### config.mk
export PLATFORM = sky130hd
export DESIGN_NAME = max_unpooling_2_flat
export DESIGN_NICKNAME = d
export VERILOG_FILES = /design/src/rtl/max_unpooling_2_if.sv /design/src/rtl/max_unpooling_2.sv /design/src/flat_wrapper.sv
export SDC_FILE = /design/constraint.sdc
export NUM_CORES = 1
export LEC_CHECK = 0
export ABC_CLOCK_PERIOD_IN_PS = 1900
export CORE_ASPECT_RATIO = 2
export CORE_MARGIN = 2
export CORE_UTILIZATION = 52
export DETAILED_ROUTE_END_ITERATION = 10
export HOLD_SLACK_MARGIN = 0.05
export PLACE_DENSITY = 0.76
export SLEW_MARGIN = 20
export SYNTH_ARGS = -nofsm -noshare
export SYNTH_HDL_FRONTEND = slang
export SYNTH_SLANG_ARGS = --single-unit
### constraint.sdc
create_clock -name clk -period 1.9 [get_ports clk]
set_input_delay 0.285 -clock clk [delete_from_list [all_inputs] [get_ports clk]]
set_output_delay 0.285 -clock clk [all_outputs]
set_load 0.01 [all_outputs]
### src/rtl/max_unpooling_2_if.sv
// Stream bundle for the 2x2 max-unpooling block: pooled input stream and unpooled output stream.
interface max_unpooling_2_if #(
  parameter int unsigned bitwidth = 32
);
  logic                       in_valid;
  logic                       in_ready;
  logic signed [bitwidth-1:0] in_data;
  logic [1:0]                 in_idx;
  logic                       out_valid;
  logic                       out_ready;
  logic signed [bitwidth-1:0] out_data;
  logic                       out_last;

  // Environment side: produces pooled elements, consumes unpooled elements.
  modport master (
    output in_valid, in_data, in_idx, out_ready,
    input  in_ready, out_valid, out_data, out_last
  );

  // Block side.
  modport slave (
    input  in_valid, in_data, in_idx, out_ready,
    output in_ready, out_valid, out_data, out_last
  );
endinterface

### src/rtl/max_unpooling_2.sv
// Streaming 2x2 max-unpooling: buffers one pooled row with its argmax positions, then emits the
// top and bottom full-resolution rows, placing each value at its argmax and zero elsewhere.
module max_unpooling_2 #(
  parameter int unsigned bitwidth = 32,
  parameter int unsigned CHANNELS = 2,
  parameter int unsigned IN_DIM   = 5
) (
  input  logic             clk,
  input  logic             rst_n,
  max_unpooling_2_if.slave bus
);

  localparam int unsigned JW = (IN_DIM > 1) ? $clog2(IN_DIM) : 1;
  localparam int unsigned CW = $clog2(2 * IN_DIM);
  localparam int unsigned HW = (CHANNELS > 1) ? $clog2(CHANNELS) : 1;

  localparam logic [JW-1:0] JLast = JW'(IN_DIM - 1);
  localparam logic [CW-1:0] CLast = CW'(2 * IN_DIM - 1);
  localparam logic [HW-1:0] HLast = HW'(CHANNELS - 1);

  typedef enum logic [1:0] {StFill, StEmitTop, StEmitBot} state_e;

  state_e                     state_q, state_d;
  logic [JW-1:0]              j_q, j_d;
  logic [JW-1:0]              i_q, i_d;
  logic [CW-1:0]              c_q, c_d;
  logic [HW-1:0]              ch_q, ch_d;
  logic signed [bitwidth-1:0] buf_val_q [IN_DIM];
  logic [1:0]                 buf_idx_q [IN_DIM];

  logic                       buf_we;
  logic [JW-1:0]              sel;
  logic                       hit;
  logic                       in_ready;
  logic                       out_valid;
  logic                       out_last;
  logic signed [bitwidth-1:0] out_data;

  // Window under the output column; its stored argmax must match {col offset, row offset}.
  always_comb begin
    sel = JW'(c_q >> 1);
    hit = (buf_idx_q[sel] == {c_q[0], state_q == StEmitBot});
  end

  // Next-state and handshake outputs.
  always_comb begin
    state_d   = state_q;
    j_d       = j_q;
    i_d       = i_q;
    c_d       = c_q;
    ch_d      = ch_q;
    buf_we    = 1'b0;
    in_ready  = 1'b0;
    out_valid = 1'b0;
    out_data  = '0;
    out_last  = 1'b0;
    unique case (state_q)
      StFill: begin
        in_ready = 1'b1;
        if (bus.in_valid) begin
          buf_we = 1'b1;
          if (j_q == JLast) begin
            j_d     = '0;
            c_d     = '0;
            state_d = StEmitTop;
          end else begin
            j_d = j_q + JW'(1);
          end
        end
      end
      StEmitTop, StEmitBot: begin
        out_valid = 1'b1;
        out_data  = hit ? buf_val_q[sel] : '0;
        out_last  = (state_q == StEmitBot) && (c_q == CLast) && (i_q == JLast) && (ch_q == HLast);
        if (bus.out_ready) begin
          if (c_q == CLast) begin
            c_d = '0;
            if (state_q == StEmitTop) begin
              state_d = StEmitBot;
            end else begin
              state_d = StFill;
              j_d     = '0;
              if (i_q == JLast) begin
                i_d  = '0;
                ch_d = (ch_q == HLast) ? '0 : ch_q + HW'(1);
              end else begin
                i_d = i_q + JW'(1);
              end
            end
          end else begin
            c_d = c_q + CW'(1);
          end
        end
      end
      default: state_d = StFill;
    endcase
  end

  assign bus.in_ready  = in_ready;
  assign bus.out_valid = out_valid;
  assign bus.out_data  = out_data;
  assign bus.out_last  = out_last;

  // State and position counters.
  always_ff @(posedge clk or negedge rst_n) begin
    if (!rst_n) begin
      state_q <= StFill;
      j_q     <= '0;
      i_q     <= '0;
      c_q     <= '0;
      ch_q    <= '0;
    end else begin
      state_q <= state_d;
      j_q     <= j_d;
      i_q     <= i_d;
      c_q     <= c_d;
      ch_q    <= ch_d;
    end
  end

  // Pooled-row buffer, written at slot j on each accepted element.
  always_ff @(posedge clk or negedge rst_n) begin
    if (!rst_n) begin
      for (int k = 0; k < int'(IN_DIM); k++) begin
        buf_val_q[k] <= '0;
        buf_idx_q[k] <= '0;
      end
    end else if (buf_we) begin
      buf_val_q[j_q] <= bus.in_data;
      buf_idx_q[j_q] <= bus.in_idx;
    end
  end

endmodule

### src/flat_wrapper.sv
// flat-port wrapper written by rule: the top's interface ports become plain ports
module max_unpooling_2_flat 
#(
  parameter int unsigned bitwidth = 32,
  parameter int unsigned CHANNELS = 2,
  parameter int unsigned IN_DIM   = 5
)
  (clk, rst_n, bus_in_valid, bus_in_data, bus_in_idx, bus_out_ready, bus_in_ready, bus_out_valid, bus_out_data, bus_out_last);
  max_unpooling_2_if #(.bitwidth(bitwidth)) bus_i ();
  input  logic clk;
  input  logic rst_n;
  input wire logic [$bits(bus_i.in_valid)-1:0] bus_in_valid;
  input wire logic [$bits(bus_i.in_data)-1:0] bus_in_data;
  input wire logic [$bits(bus_i.in_idx)-1:0] bus_in_idx;
  input wire logic [$bits(bus_i.out_ready)-1:0] bus_out_ready;
  output wire logic [$bits(bus_i.in_ready)-1:0] bus_in_ready;
  output wire logic [$bits(bus_i.out_valid)-1:0] bus_out_valid;
  output wire logic [$bits(bus_i.out_data)-1:0] bus_out_data;
  output wire logic [$bits(bus_i.out_last)-1:0] bus_out_last;
  assign bus_i.in_valid = bus_in_valid;
  assign bus_i.in_data = bus_in_data;
  assign bus_i.in_idx = bus_in_idx;
  assign bus_i.out_ready = bus_out_ready;
  assign bus_in_ready = bus_i.in_ready;
  assign bus_out_valid = bus_i.out_valid;
  assign bus_out_data = bus_i.out_data;
  assign bus_out_last = bus_i.out_last;
  max_unpooling_2 #(.bitwidth(bitwidth), .CHANNELS(CHANNELS), .IN_DIM(IN_DIM)) u_core (.clk(clk), .rst_n(rst_n), .bus(bus_i));
endmodule
After elaboration in Yosys (flattened, before gate mapping)
Index checks and enable logic that the tools add are counted.
Operators by class
  $add $sub $neg: 4
  muxes and demuxes: 38
  reductions and logical operators: 12
  eq/ne operators: 11
  bitwise logic cells: 3
  magnitude comparators: 3
Operators with widths (count)
  bitwise mux 160 bit: 1
  two-way mux 32 bit: 5
  binary-select mux 32 bit (select 3 bit): 1
  demux 32 bit (select 3 bit): 1
  two-way mux 3 bit: 6
  two-way mux 2 bit: 8
  two-way mux 4 bit: 4
  AND reduction 4 bit: 3
  bitwise mux 10 bit: 1
  AND reduction 5 bit: 2
  >= comparator 4 bit, second input constant: 2
  inverter 3 -> 4 bit: 2
  case mux 4 bit (2 select lines): 1
  adder 3 x 1 -> 3 bit, second input constant: 2
  binary-select mux 2 bit (select 3 bit): 1
  demux 2 bit (select 3 bit): 1
  equality test 3 bit, second input constant: 2
  two-way mux 1 bit: 6
  inequality test 2 bit, second input constant: 3
  case mux 3 bit (2 select lines): 1
  adder 4 x 1 -> 4 bit, second input constant: 1
  equality test 4 bit, second input constant: 1
  logical AND 1 bit: 4
  less-than comparator 4 x 1 -> 1 bit, second input constant: 1
  10 further kinds: 11
Word-level totals
  input bits: 38
  register bits after elaboration: 183
  word-level logic and storage cells: 86
  output and inout port bits: 35

Longest topological paths before layout
  depth after elaboration: 7
  depth in mapped cells: 9
  gate-level depth less buffers: 7

Least setup slack after synthesis
Ideal clock, no wire load.
  path kind: flip-flop to output port
  start: register u_core.c_q[1]
  end: output bus_out_data[10]
  cell stages (with the launch flop): 9
  buffers on the path: 3
  data arrival time: 1691 ps
  slack: -76 ps
  cells stage by stage: dfrtp_1 -> buf_6 -> buf_8 -> mux2i_1 -> nor2_1 -> o21ai_0 -> nand3_1 -> buf_6 -> nor3_1
On the way
  cells in the longest elaborated chain, start to end: 7
Ends and longest elaborated chain
  start, declared: line max_unpooling_2.sv:26  | logic [CW-1:0] c_q, c_d;
  start signal, assigned: line max_unpooling_2.sv:110  | c_q <= '0;
  start signal, assigned: line max_unpooling_2.sv:116  | c_q <= c_d;
  inverter 3 -> 4 bit (implied by the code) *: line max_unpooling_2.sv:42, max_unpooling_2.sv:73
  binary-select mux 2 bit (select 3 bit): line max_unpooling_2.sv:42  | hit = (buf_idx_q[sel] == {c_q[0], state_q == StEmitBot});
  two-way mux 2 bit (implied by the code) (2 in a row): line max_unpooling_2.sv:42
  equality test 2 bit: line max_unpooling_2.sv:42
  two-way mux 32 bit *: line max_unpooling_2.sv:73  | out_data = hit ? buf_val_q[sel] : '0;
  two-way mux 32 bit *: line max_unpooling_2.sv:57  | unique case (state_q)
  end, declared: line flat_wrapper.sv:18  | output wire logic [$bits(bus_i.out_data)-1:0] bus_out_data;
Mark *: on every way between the ends. The rest lies on a longest branch, timed or not. The select of a mux whose other input is x is not followed.

Worst setup path after layout
  start: register u_core.c_q[1]
  end: output bus_out_data[27]
Same word-level chain as after synthesis.

==> flow_summary.toml <==
[run_status]
status = "finished with violations"
violations = "negative setup slack"

[sta]
worst_pin_slew_ns = 0.557
slew_headroom = 0.628
setup_violations = 51
finalHoldViolCount = 0
fin_ws_ns = -0.874
finalClockSkew_ns = 0.0107
period_needed_ns = 2.77
tns_ns = -25.91
rsz0062_at_grt = "yes"
timing.final.crit_share = 1.46
fmax_mhz = 361
slew_viol_final = 0

[layout]
nFillCells = 1061
antenna_cells = 0
ff_latch_area_um2 = 4580
nets = 788
area_growth_pct = 33.8
final_layout_size_suffix_gt1_frac = 0.594
stdcell_area_um2 = 11400
multi_input_area_um2 = 4260

[setup_path]
cp_top_family = "buffers and inverters"
crit_path_cell_trace = "buf_6 -> buf_6 -> mux2i_2 -> nor2_2 -> a2111oi_4 -> a211oi_4 -> buf_6 -> buf_6 -> buf_6 -> nor3_4 -> buf_2"
critical_path_buf_inv_count = 6
r2r_start = "u_core.c_q[1]$_DFFE_PN0P_"
crit_arrival_ns = 2.49
critical-path-slowest-cell = "dfrtp_2"
reg2reg_slack_ns = -0.07
r2r_end = "u_core.j_q[0]$_DFFE_PN0P_"
r2r_cells = 11
end_kind = "output pin"
cp.required_ns = 1.62
cpMostUsedCell = "buf_6"
crit_start = "u_core.c_q[1]$_DFFE_PN0P_"
max_stage_delay_ns = 0.42
start_kind = "flip-flop"
path_class = "flip-flop to output pin"
crit_fanout = 3

[floorplanning]
core_area_um2 = 16200
rows = 66
start_util = 0.528
die_x_um = 94.6
die_h_um = 185
die_area_um2 = 17500
ios = 73

[synth]
syn_area_per_cell_um2 = 14.4
synth_area_um2 = 8540
synth_compound_area_frac = 0.0472
synth-xor-area-share = 0.00103
yosysUniqueCellTypes = 39
synth_fa_ha_area_frac = 0.0132
synth_edf_count = 0
synth-simple-area-share = 0.0513
netlist_instances = 592
synth-seq-cells = 183
async_reset_ff_frac = 1.00
syn-num-nets = 639
ys.flop_type = "dfrtp_1"
yosysWarnings = 0
synthMuxAreaShare = 0.317
yosysSeqAreaShare = 0.536
synth_top_family_by_area = "multiplexers"

[power_and_ir_drop]
ir_worst_vdd_uv = 921
p_per_area_nw_per_um2 = 1840
p_leak_nw = 5.02

[clock_tree]
cts_buffer_depth = 2
cts_tree = "built"
insertion_delay_ns = 0.44
cts_made_buffers = 17
cts_htree_levels = 4
cts_sinks = 183
clk_pin_slew_worst_paths_ns = 0.06
cts_root_buf = "clkbuf_16"

[global_route]
grt-ovfl-total = 0
grt_start_max_net_pins = 53
grt_pass1_vias = 6600
grt_pass1_wl_mm = 35.5
antenna_found_initial = 0
grtUsageTotal = 0.272

[routing]
vias = 5896
ant_nets = 0
first_pass_iters = 4
drtIter0Drc = 319
routed_wirelength_mm = 23.6
routedWlPerCell_um = 24.6
vias_per_cell = 6.15
drc = 0

[place]
place_congestion = 0.837
io_buffer_count = 72
dp_slack_ns = -0.735
dp.final_hpwl_mm = 13.7
place_area_um2 = 10000

[run]
drv_cap = 0

[min_path]
min_path_type = "input port to async pin"
-- registers in the layout, summed over array words and instances (netlist names) --
| name | flops |
|---|---|
| u_core.buf_idx_q | 10 |
| u_core.buf_val_q | 160 |
| u_core.c_q | 4 |
| u_core.ch_q | 1 |
| u_core.i_q | 3 |
| u_core.j_q | 3 |
| u_core.state_q | 2 |
-- how the worst max path moves through the flow --
stage                  endpoint  slack [ns]  cells after the start
2_1_floorplan  bus_out_data[10]       -0.08                      8
3_3_place_gp    bus_out_data[9]       -0.67                      8
3_5_place_dp   bus_out_data[18]       -0.73                      8
4_1_cts        bus_out_data[27]       -0.83                     10
5_1_grt        bus_out_data[27]       -0.97                     11
6_report       bus_out_data[27]       -0.87                     11
-- through the flow --
| step | utilization | std cells | power, mW | hold slack, ns |
|---|---|---|---|---|
| 3_5_place_dp | 0.619 | 892 | 14.7 | 0.280 |
| 3_3_place_gp | 0.619 | 892 | 14.2 | 0.268 |
| 6_report | 0.706 | 958 | 21.0 | 0.376 |
| 4_1_cts | 0.677 | 945 | 19.3 | 0.394 |
| 2_1_floorplan | - | 592 | 11.6 | -0.0106 |
| 5_1_grt | 0.706 | 958 | 22.0 | 0.435 |
-- power breakdown --
| group | internal, mW | switching, mW |
|---|---|---|
| Clock | 2.09 | 1.56 |
| Combinational | 5.70 | 4.76 |
| Sequential | 5.74 | 1.20 |
| Total | 13.5 | 7.51 |
-- metal layers --
metal | vias to the layer above | part of all wire | global-route usage | wire, um
met1 | 3134 | 0.36 | 0.302 | 8510
met4 | 0 | 0.044 | 0.131 | 1030
met3 | 74 | 0.036 | 0.0476 | 859
met5 | - | 0 | 0 | 0
li1 | 2515 | - | - | -
met2 | 173 | 0.56 | 0.492 | 13200
-- cell type report --
| type | count | area share |
|---|---|---|
| sequential | 183 | 0.401 |
| multi-input combinational | 357 | 0.373 |
| timing repair buffer | 170 | 0.146 |
| clock buffer | 19 | 0.0379 |
| tap | 204 | 0.0223 |
| clock inverter | 13 | 0.0149 |
| inverter | 12 | 0.00460 |
-- cell usage in the layout (no fill, tap or decap), types with 4 or more instances in the layout --
master           count
a21oi_1              5
a22oi_1             26
a22oi_2              5
buf_12              17
buf_2               33
buf_4               49
buf_6               30
clkbuf_16           19
clkdlybuf4s50_1     36
dfrtp_1            180
ha_1                 6
inv_1                7
inv_6                4
mux2_2             144
mux2_4              28
mux2i_1              4
mux4_2              31
nand2_1             10
nand3_2              5
nor2_1               8
nor3_2              18
nor3_4              17
o21ai_0              4
o21ai_2              4
-- timing repair --
item                                    CTS  global route
hold endpoints to repair                 49             0
hold buffers                              1             0
gates resized for setup                 214            72
cloned                                    1             2
pin swaps                                12            21
setup buffers                            22            12
endpoints found under the setup margin   77           102
-- logic make-up (layout without fill, tap and decap cells) --
group                    after synthesis  count (layout)
multiplexers                         210             210
AND/OR/NAND/NOR                       79              79
adder cells (fa/ha/maj)                9               9
buffers and inverters                 52             214
flip-flops                           183             183
XOR/XNOR                               1               1
AO/OA/AOI/OAI                         58              58
-- worst reg2reg max path, cell delays in order (launching register included) --
cell      delay [ns]
dfrtp_2         0.42
buf_6           0.13
buf_6           0.13
inv_6           0.05
buf_6           0.09
ha_4            0.14
buf_6           0.09
nand3b_1        0.10
nand2_1         0.11
and4bb_4        0.32
buf_6           0.12
mux2i_1         0.20
-- Yosys cell counts, types with 2 or more instances --
library cell / instances / area [um2]
nor3_1: 35 / 175
clkbuf_1: 6 / 22.5
nand2_1: 12 / 45.0
mux2_1: 4 / 45.0
nand3_1: 7 / 35.0
buf_4: 8 / 60.1
mux4_2: 31 / 698
nor2_1: 9 / 33.8
o21ai_0: 11 / 55.1
nand4_1: 3 / 18.8
mux2_2: 168 / 1890
nand2b_1: 3 / 18.8
dfrtp_1: 183 / 4580
buf_2: 20 / 100
a21o_1: 2 / 15.0
o31ai_1: 2 / 15.0
a22oi_1: 31 / 233
mux2i_1: 7 / 70.1
ha_1: 9 / 113
o22ai_1: 2 / 12.5
buf_6: 4 / 45.0
inv_1: 11 / 41.3
nor4_4: 2 / 42.5
nor2b_1: 2 / 12.5
a21oi_1: 6 / 30.0
(Power assumes the default switching activity.)
==> edit 1: new RTL, same settings <==
`CHANNELS` is set to 2 in 2 places; all go to 4.
--- a/src/rtl/max_unpooling_2.sv
+++ b/src/rtl/max_unpooling_2.sv
@@ -4,3 +4,3 @@
   parameter int unsigned bitwidth = 32,
-  parameter int unsigned CHANNELS = 2,
+  parameter int unsigned CHANNELS = 4,
   parameter int unsigned IN_DIM   = 5
--- a/src/flat_wrapper.sv
+++ b/src/flat_wrapper.sv
@@ -4,3 +4,3 @@
   parameter int unsigned bitwidth = 32,
-  parameter int unsigned CHANNELS = 2,
+  parameter int unsigned CHANNELS = 4,
   parameter int unsigned IN_DIM   = 5
Behaviour: no difference found for any inputs over 4 cycles, from zero or initial values and one cycle with rst_n low; that may be too few to reach the edited logic, so the function may still have changed.
==> edit 1 against the original RTL <==
- the run still ends with setup timing left
- power increased by 8.4%
- clock skew decreased by 3.4 ps
- maximum frequency increased by 3.7%
- area after synthesis increased by 3.8%
- global-route usage about the same
- register-to-register slack got worse by 110 ps
- cell count increased by 10%
- non-clock buffer count increased by 7
- cell area increased by 7.2%
- first-iteration DRC count increased by 25%
- sequential cell count increased by 1
- worst setup slack improved by 100 ps
- routed wire length increased by 8.9%
- critical endpoint is now bus_out_data[29]
- largest cell class is now multi-input gates
- highest routed layer unchanged
==> edit 1: results (changes against the original RTL) <==
Placed design
  • Gp weighted congestion: 0.847 (+1.2%)
  • Placed cell count: 994 (+11%)
  • Cell Area, Placed: 10400 sq um (+4.1%)
  • Half-perimeter wire length after placement: 14500 um (+5.8%)

Power and ir drop
  • Reported leakage power: 0.00517 uW (+3.0%)

Final layout
  • Share of layout cells above drive strength 1: 0.536 (-0.0577)
  • Final Net Count: 885 (+12%)

Synth
  • Synth unique cells: 41 (+5.1%)
  • Sequential fraction of the synthesis area: 0.519 (-0.0169)
  • Leading post-synthesis cells by cell area: sky130_fd_sc_hd__dfrtp_1, sky130_fd_sc_hd__mux2_2, sky130_fd_sc_hd__mux2i_1
  • Top post-synthesis cells by count: sky130_fd_sc_hd__dfrtp_1, sky130_fd_sc_hd__mux2_2, sky130_fd_sc_hd__mux2i_1
  • Post-Synthesis Net Count: 741 (+16%)

Status
  • Result of the run: complete, but fails checks
  • Violated checks: setup timing

Drt
  • Detailed-route via count: 6564 (+11%)
  • Routed wire length: 25700 um (+8.9%)
  • Detailed route wirelength on metal3: 1170 um (+36%)
  • Metal-1 WL: 9280 um (+9.1%)
  • Number of optimization iterations in the first detailed-route pass: 5 (+1)
  • Violation count after the first detailed-routing iteration: 400 (+25%)
  • Routed met2 length: 14300 um (+8.4%)

Worst setup path
  • Highest net fanout along the worst path: 28 (+25)
  • Critical path arrival: 2390 ps (-100 ps)

STA
  • Number of failing setup endpoints in the final timing report: 141 (+180%)
  • Setup WS post-layout: -774 ps (+99.9 ps)

GRT
  • Number of global-route vias before repair: 7040 (+6.7%)
  • First-pass GRT wire length: 37100 um (+4.3%)
edit 1: area by class of cell:
cell class / count / area (sq um)
multi-input cells: 448 / 4750
flip-flops and latches: 184 / 4610
fillers: 1019 / 4520
repair buffers: 177 / 1970
clock buffers: 21 / 470
well taps: 207 / 259
clock inverters: 11 / 160
inverters: 9 / 33.8
edit 1: path summary, 6_finish.rpt:
check / startpoint / endpoint / slack, ps / cells after the start
worst max-delay path: u_core.c_q[2] / bus_out_data[29] / -770 / 9
worst min-delay path: rst_n / u_core.i_q[1] / 370 / 2
worst max register to register: u_core.state_q[1] / u_core.buf_idx_q[4] / -180 / 9
worst min register to register: u_core.buf_val_q[98] / u_core.buf_val_q[98] / 500 / 1
max in group asynchronous: rst_n / u_core.buf_val_q[36] / 850 / 3
min in group clk: u_core.buf_val_q[98] / u_core.buf_val_q[98] / 500 / 1
edit 1: worst max-delay path, cell delays in order (launching register included):
cell	delay, ps
sky130_fd_sc_hd__dfrtp_4	510
sky130_fd_sc_hd__buf_4	160
sky130_fd_sc_hd__buf_6	130
sky130_fd_sc_hd__buf_16	170
sky130_fd_sc_hd__mux2i_1	240
sky130_fd_sc_hd__a2bb2oi_1	240
sky130_fd_sc_hd__o22ai_1	150
sky130_fd_sc_hd__o21ai_2	130
sky130_fd_sc_hd__nor2_4	60
sky130_fd_sc_hd__buf_6	120
edit 1: layer usage:
layer / global-route usage / vias up
met5: 0 / -
met4: 0.109 / 0
met3: 0.0480 / 68
met2: 0.500 / 239
met1: 0.297 / 3432
li1: - / 2825
edit 1: kinds of logic (layout without fill, tap and decap cells):
family          Yosys count  after routing  share of synthesized area
compound gates          120            120                     0.0899
mux                     245            245                      0.302
simple gates             72             72                     0.0394
xor+xnor                  1              1                   0.000988
fa+ha+maj                10             10                     0.0141
flops                   184            184                      0.519
buf+inv                  61            218                     0.0344
edit 1: timing repair:
action                                 4_1_cts  5_1_grt
pin swaps                                   10       33
endpoints found under the hold margin       45        0
setup endpoints to repair                  106       72
buffers inserted                            11       15
resized for setup                          213      173
gates cloned                                 4        4
hold buffers                                 1        0
edit 1: through the flow:
step	utilization	hold slack, ps	total power, uW	worst slack (ps)
2_1_floorplan	-	-10.6	12100	-12.4
3_3_place_gp	0.623	265	14900	-667
3_5_place_dp	0.623	272	15500	-700
4_1_cts	0.676	386	20100	-684
5_1_grt	0.731	430	23800	-837
6_report	0.731	371	22800	-774
edit 1: power breakdown:
group | internal [uW] | switching (uW) | leakage, uW | total [uW]
Combinational | 6320 | 5760 | 0.00261 | 12100
Sequential | 5790 | 1180 | 0.00226 | 6970
Clock | 2210 | 1570 | 0.000303 | 3780
Total | 14300 | 8510 | 0.00517 | 22800
==> edit 2: new RTL, same settings <==
Without the edit above. `c_q` no longer has a reset.
--- a/src/rtl/max_unpooling_2.sv
+++ b/src/rtl/max_unpooling_2.sv
@@ -109,3 +109,2 @@
       i_q     <= '0;
-      c_q     <= '0;
       ch_q    <= '0;
@@ -115,5 +114,8 @@
       i_q     <= i_d;
-      c_q     <= c_d;
       ch_q    <= ch_d;
     end
+  end
+
+  always_ff @(posedge clk) begin
+    c_q <= c_d;
   end
Formal check against the unedited RTL: same outputs for any inputs over 4 cycles, from zero or initial values and one cycle with rst_n low; that may be too few to reach the edited logic, so the function may still have changed.
==> edit 2 against the original RTL <==
- the flow still finishes with violations (setup timing)
- routed wire length shrank 4.3%
- critical path depth shrank 2
- largest cell class unchanged
- clock skew about the same
- cell count is 6.2% higher
- cell area shrank 1.3%
- sequential power up 1%
- power grew 5.9%
- via count is 2.8% higher
- critical path type unchanged
- utilization is 1.6 points lower
- area after synthesis grew 1.9%
- count of clock-buffer cells in the layout stayed put
- sequential cell count is the same
- worst setup slack improved by 54 ps
==> edit 2: results (changes against the original RTL) <==
Synth
  • Leading post-synthesis cells by cell area: sky130_fd_sc_hd__dfrtp_1, sky130_fd_sc_hd__mux2_2, sky130_fd_sc_hd__mux2i_1
  • Post-Synthesis Net Count: 725 (+13%)
  • Sequential fraction of the synthesis area: 0.529 (-0.00757)
  • Top post-synthesis cells by count: sky130_fd_sc_hd__dfrtp_1, sky130_fd_sc_hd__mux2_2, sky130_fd_sc_hd__mux2i_1
  • Fraction of post-synthesis cell area in the top cell type by area: 0.515 (-0.0214)
  • Number of synthesized flops with an enable pin: 4 (+4)
  • Share of flip-flops with an asynchronous set or reset: 0.978 (-0.0219)
  • Synth unique cells: 37 (-5.1%)
  • Yosys warning total: 0 (unchanged)

GRT
  • First-pass GRT wire length: 34800 um (-2.1%)
  • Largest net degree at the start of global routing: 55 (+3.8%)
  • Global router's overall resource usage: 0.255 (-0.0174)
  • Number of global-route vias before repair: 6655 (+0.83%)
  • Antenna violations before repair: 0 (unchanged)

Placed design
  • Half-perimeter wire length after placement: 13500 um (-1.5%)
  • Gp weighted congestion: 0.809 (-3.4%)
  • Count of port buffers added during placement: 72 (unchanged)

Worst setup path
  • Largest incremental delay on the critical path: 470 ps (+50 ps)
  • Largest delay contributor family on the critical path: buffers and inverters
  • Critical-path top delay cell: sky130_fd_sc_hd__edfxtp_1
  • Highest net fanout along the worst path: 7 (+4)
  • Critical path arrival: 2430 ps (-60 ps)

Drt
  • Number of optimization iterations in the first detailed-route pass: 4 (unchanged)
  • Drt via density: 5.96 (-3.1%)
  • Routed wire length: 22600 um (-4.3%)
  • Violation count after the first detailed-routing iteration: 303 (-5.0%)

STA
  • Relative slew slack: 0.629 (+0.000963)
  • Worst clock skew: 10.6 ps (-0.143 ps)
  • Setup WS post-layout: -820 ps (+54.1 ps)
  • Setup tns final: -25900 ps (+13.6 ps)
  • Number of failing setup endpoints in the final timing report: 38 (-25%)

Status
  • Result of the run: complete, but fails checks
  • Violated checks: setup timing

Final layout
  • Share of layout cells above drive strength 1: 0.492 (-0.102)
  • Antenna diode count: 0 (unchanged)
  • Final Net Count: 847 (+7.5%)
  • Total of fill cells in the finished design: 1113 (+4.9%)
  • Largest registers: u_core.buf_val_q: 160 flops, u_core.buf_idx_q: 10 flops, u_core.c_q: 4 flops

Clock network
  • Clock edge transition at the registers on the reported setup and hold paths: 70 ps
  • Clock root buffer: sky130_fd_sc_hd__clkbuf_16
  • Number of levels the H-tree was split into: 4 (unchanged)
  • Latest clock arrival within the worst-skew pair: 430 ps
  • Maximum buffer depth of the clock tree: 2 (unchanged)
  • Number of buffers created by CTS: 17 (unchanged)

Power and ir drop
  • Peak supply drop: 1.64 mV (+78%)
  • Reported leakage power: 0.00508 uW (+1.3%)

Min path
  • Worst hold-check path type: input pin to async pin
## edit 2: area by class of cell
type	instances	area share
flip-flops and latches	183	0.408
multi-input cells	438	0.381
repair buffers	150	0.131
clock buffers	19	0.0393
well taps	204	0.0226
clock inverters	13	0.0149
inverters	10	0.00355
## edit 2: where the power goes
part	internal [uW]	switching, uW
Clock	2120	1570
Combinational	6040	5530
Sequential	5860	1160
## edit 2: layer usage
layer	share of wire	global-route usage
met1	0.37	0.293
met2	0.56	0.459
met3	0.037	0.0363
met4	0.033	0.108
met5	0	0
## edit 2: logic make-up (layout without fill, tap and decap cells)
family | count (synthesis) | count (layout) | share of synthesized area
AOI/OAI and AO/OA | 80 | 80 | 0.0669
xor gates and xnor gates | 4 | 4 | 0.00489
adders and majority gates | 9 | 9 | 0.0129
buffers and inverters | 57 | 192 | 0.0325
DFF | 183 | 183 | 0.529
muxes | 238 | 238 | 0.300
and+or+nand+nor | 107 | 107 | 0.0539
## edit 2: metrics by stage
| step | util | instance area, sq um | power, uW | setup WS (ps) | cells |
|---|---|---|---|---|---|
| finish | 0.690 | 11300 | 22300 | -820 | 1017 |
| global route | 0.690 | 11300 | 23400 | -917 | 1017 |
| CTS | 0.665 | 10900 | 21100 | -783 | 1009 |
| detailed placement | 0.619 | 10100 | 16500 | -693 | 962 |
| global placement | 0.619 | 10100 | 16000 | -652 | 962 |
| floorplan | - | 8800 | 13200 | -53.2 | 678 |
## edit 2: worst register-to-register path, stage by stage (launching register included)
cell and delay [ps]:
sky130_fd_sc_hd__edfxtp_1 470, sky130_fd_sc_hd__buf_6 180, sky130_fd_sc_hd__buf_6 110, sky130_fd_sc_hd__buf_6 110, sky130_fd_sc_hd__buf_6 110, sky130_fd_sc_hd__inv_4 40
sky130_fd_sc_hd__ha_4 120, sky130_fd_sc_hd__nand2_4 60, sky130_fd_sc_hd__nor2_4 110, sky130_fd_sc_hd__buf_6 110, sky130_fd_sc_hd__nand3_4 100, sky130_fd_sc_hd__mux2_4 320
## edit 2: what timing repair did
action	in CTS	in global routing
endpoints found under the setup margin	118	130
buffers inserted	12	9
resized for setup	173	87
gates cloned	2	4
pin swaps	9	9
hold buffers	1	0
endpoints found under the hold margin	49	0
## edit 2: path summary, 6_finish.rpt
path	to	startpoint	cells past startpoint	slack (ps)
worst max-delay path	bus_out_data[15]	u_core.c_q[1]	9	-820
worst min-delay path	u_core.buf_val_q[105]	rst_n	2	390
worst max register to register	u_core.i_q[1]	u_core.c_q[1]	11	-70
worst min register to register	u_core.ch_q	u_core.ch_q	1	480
max in group asynchronous	u_core.buf_val_q[62]	rst_n	3	880
min in group clk	u_core.ch_q	u_core.ch_q	1	480
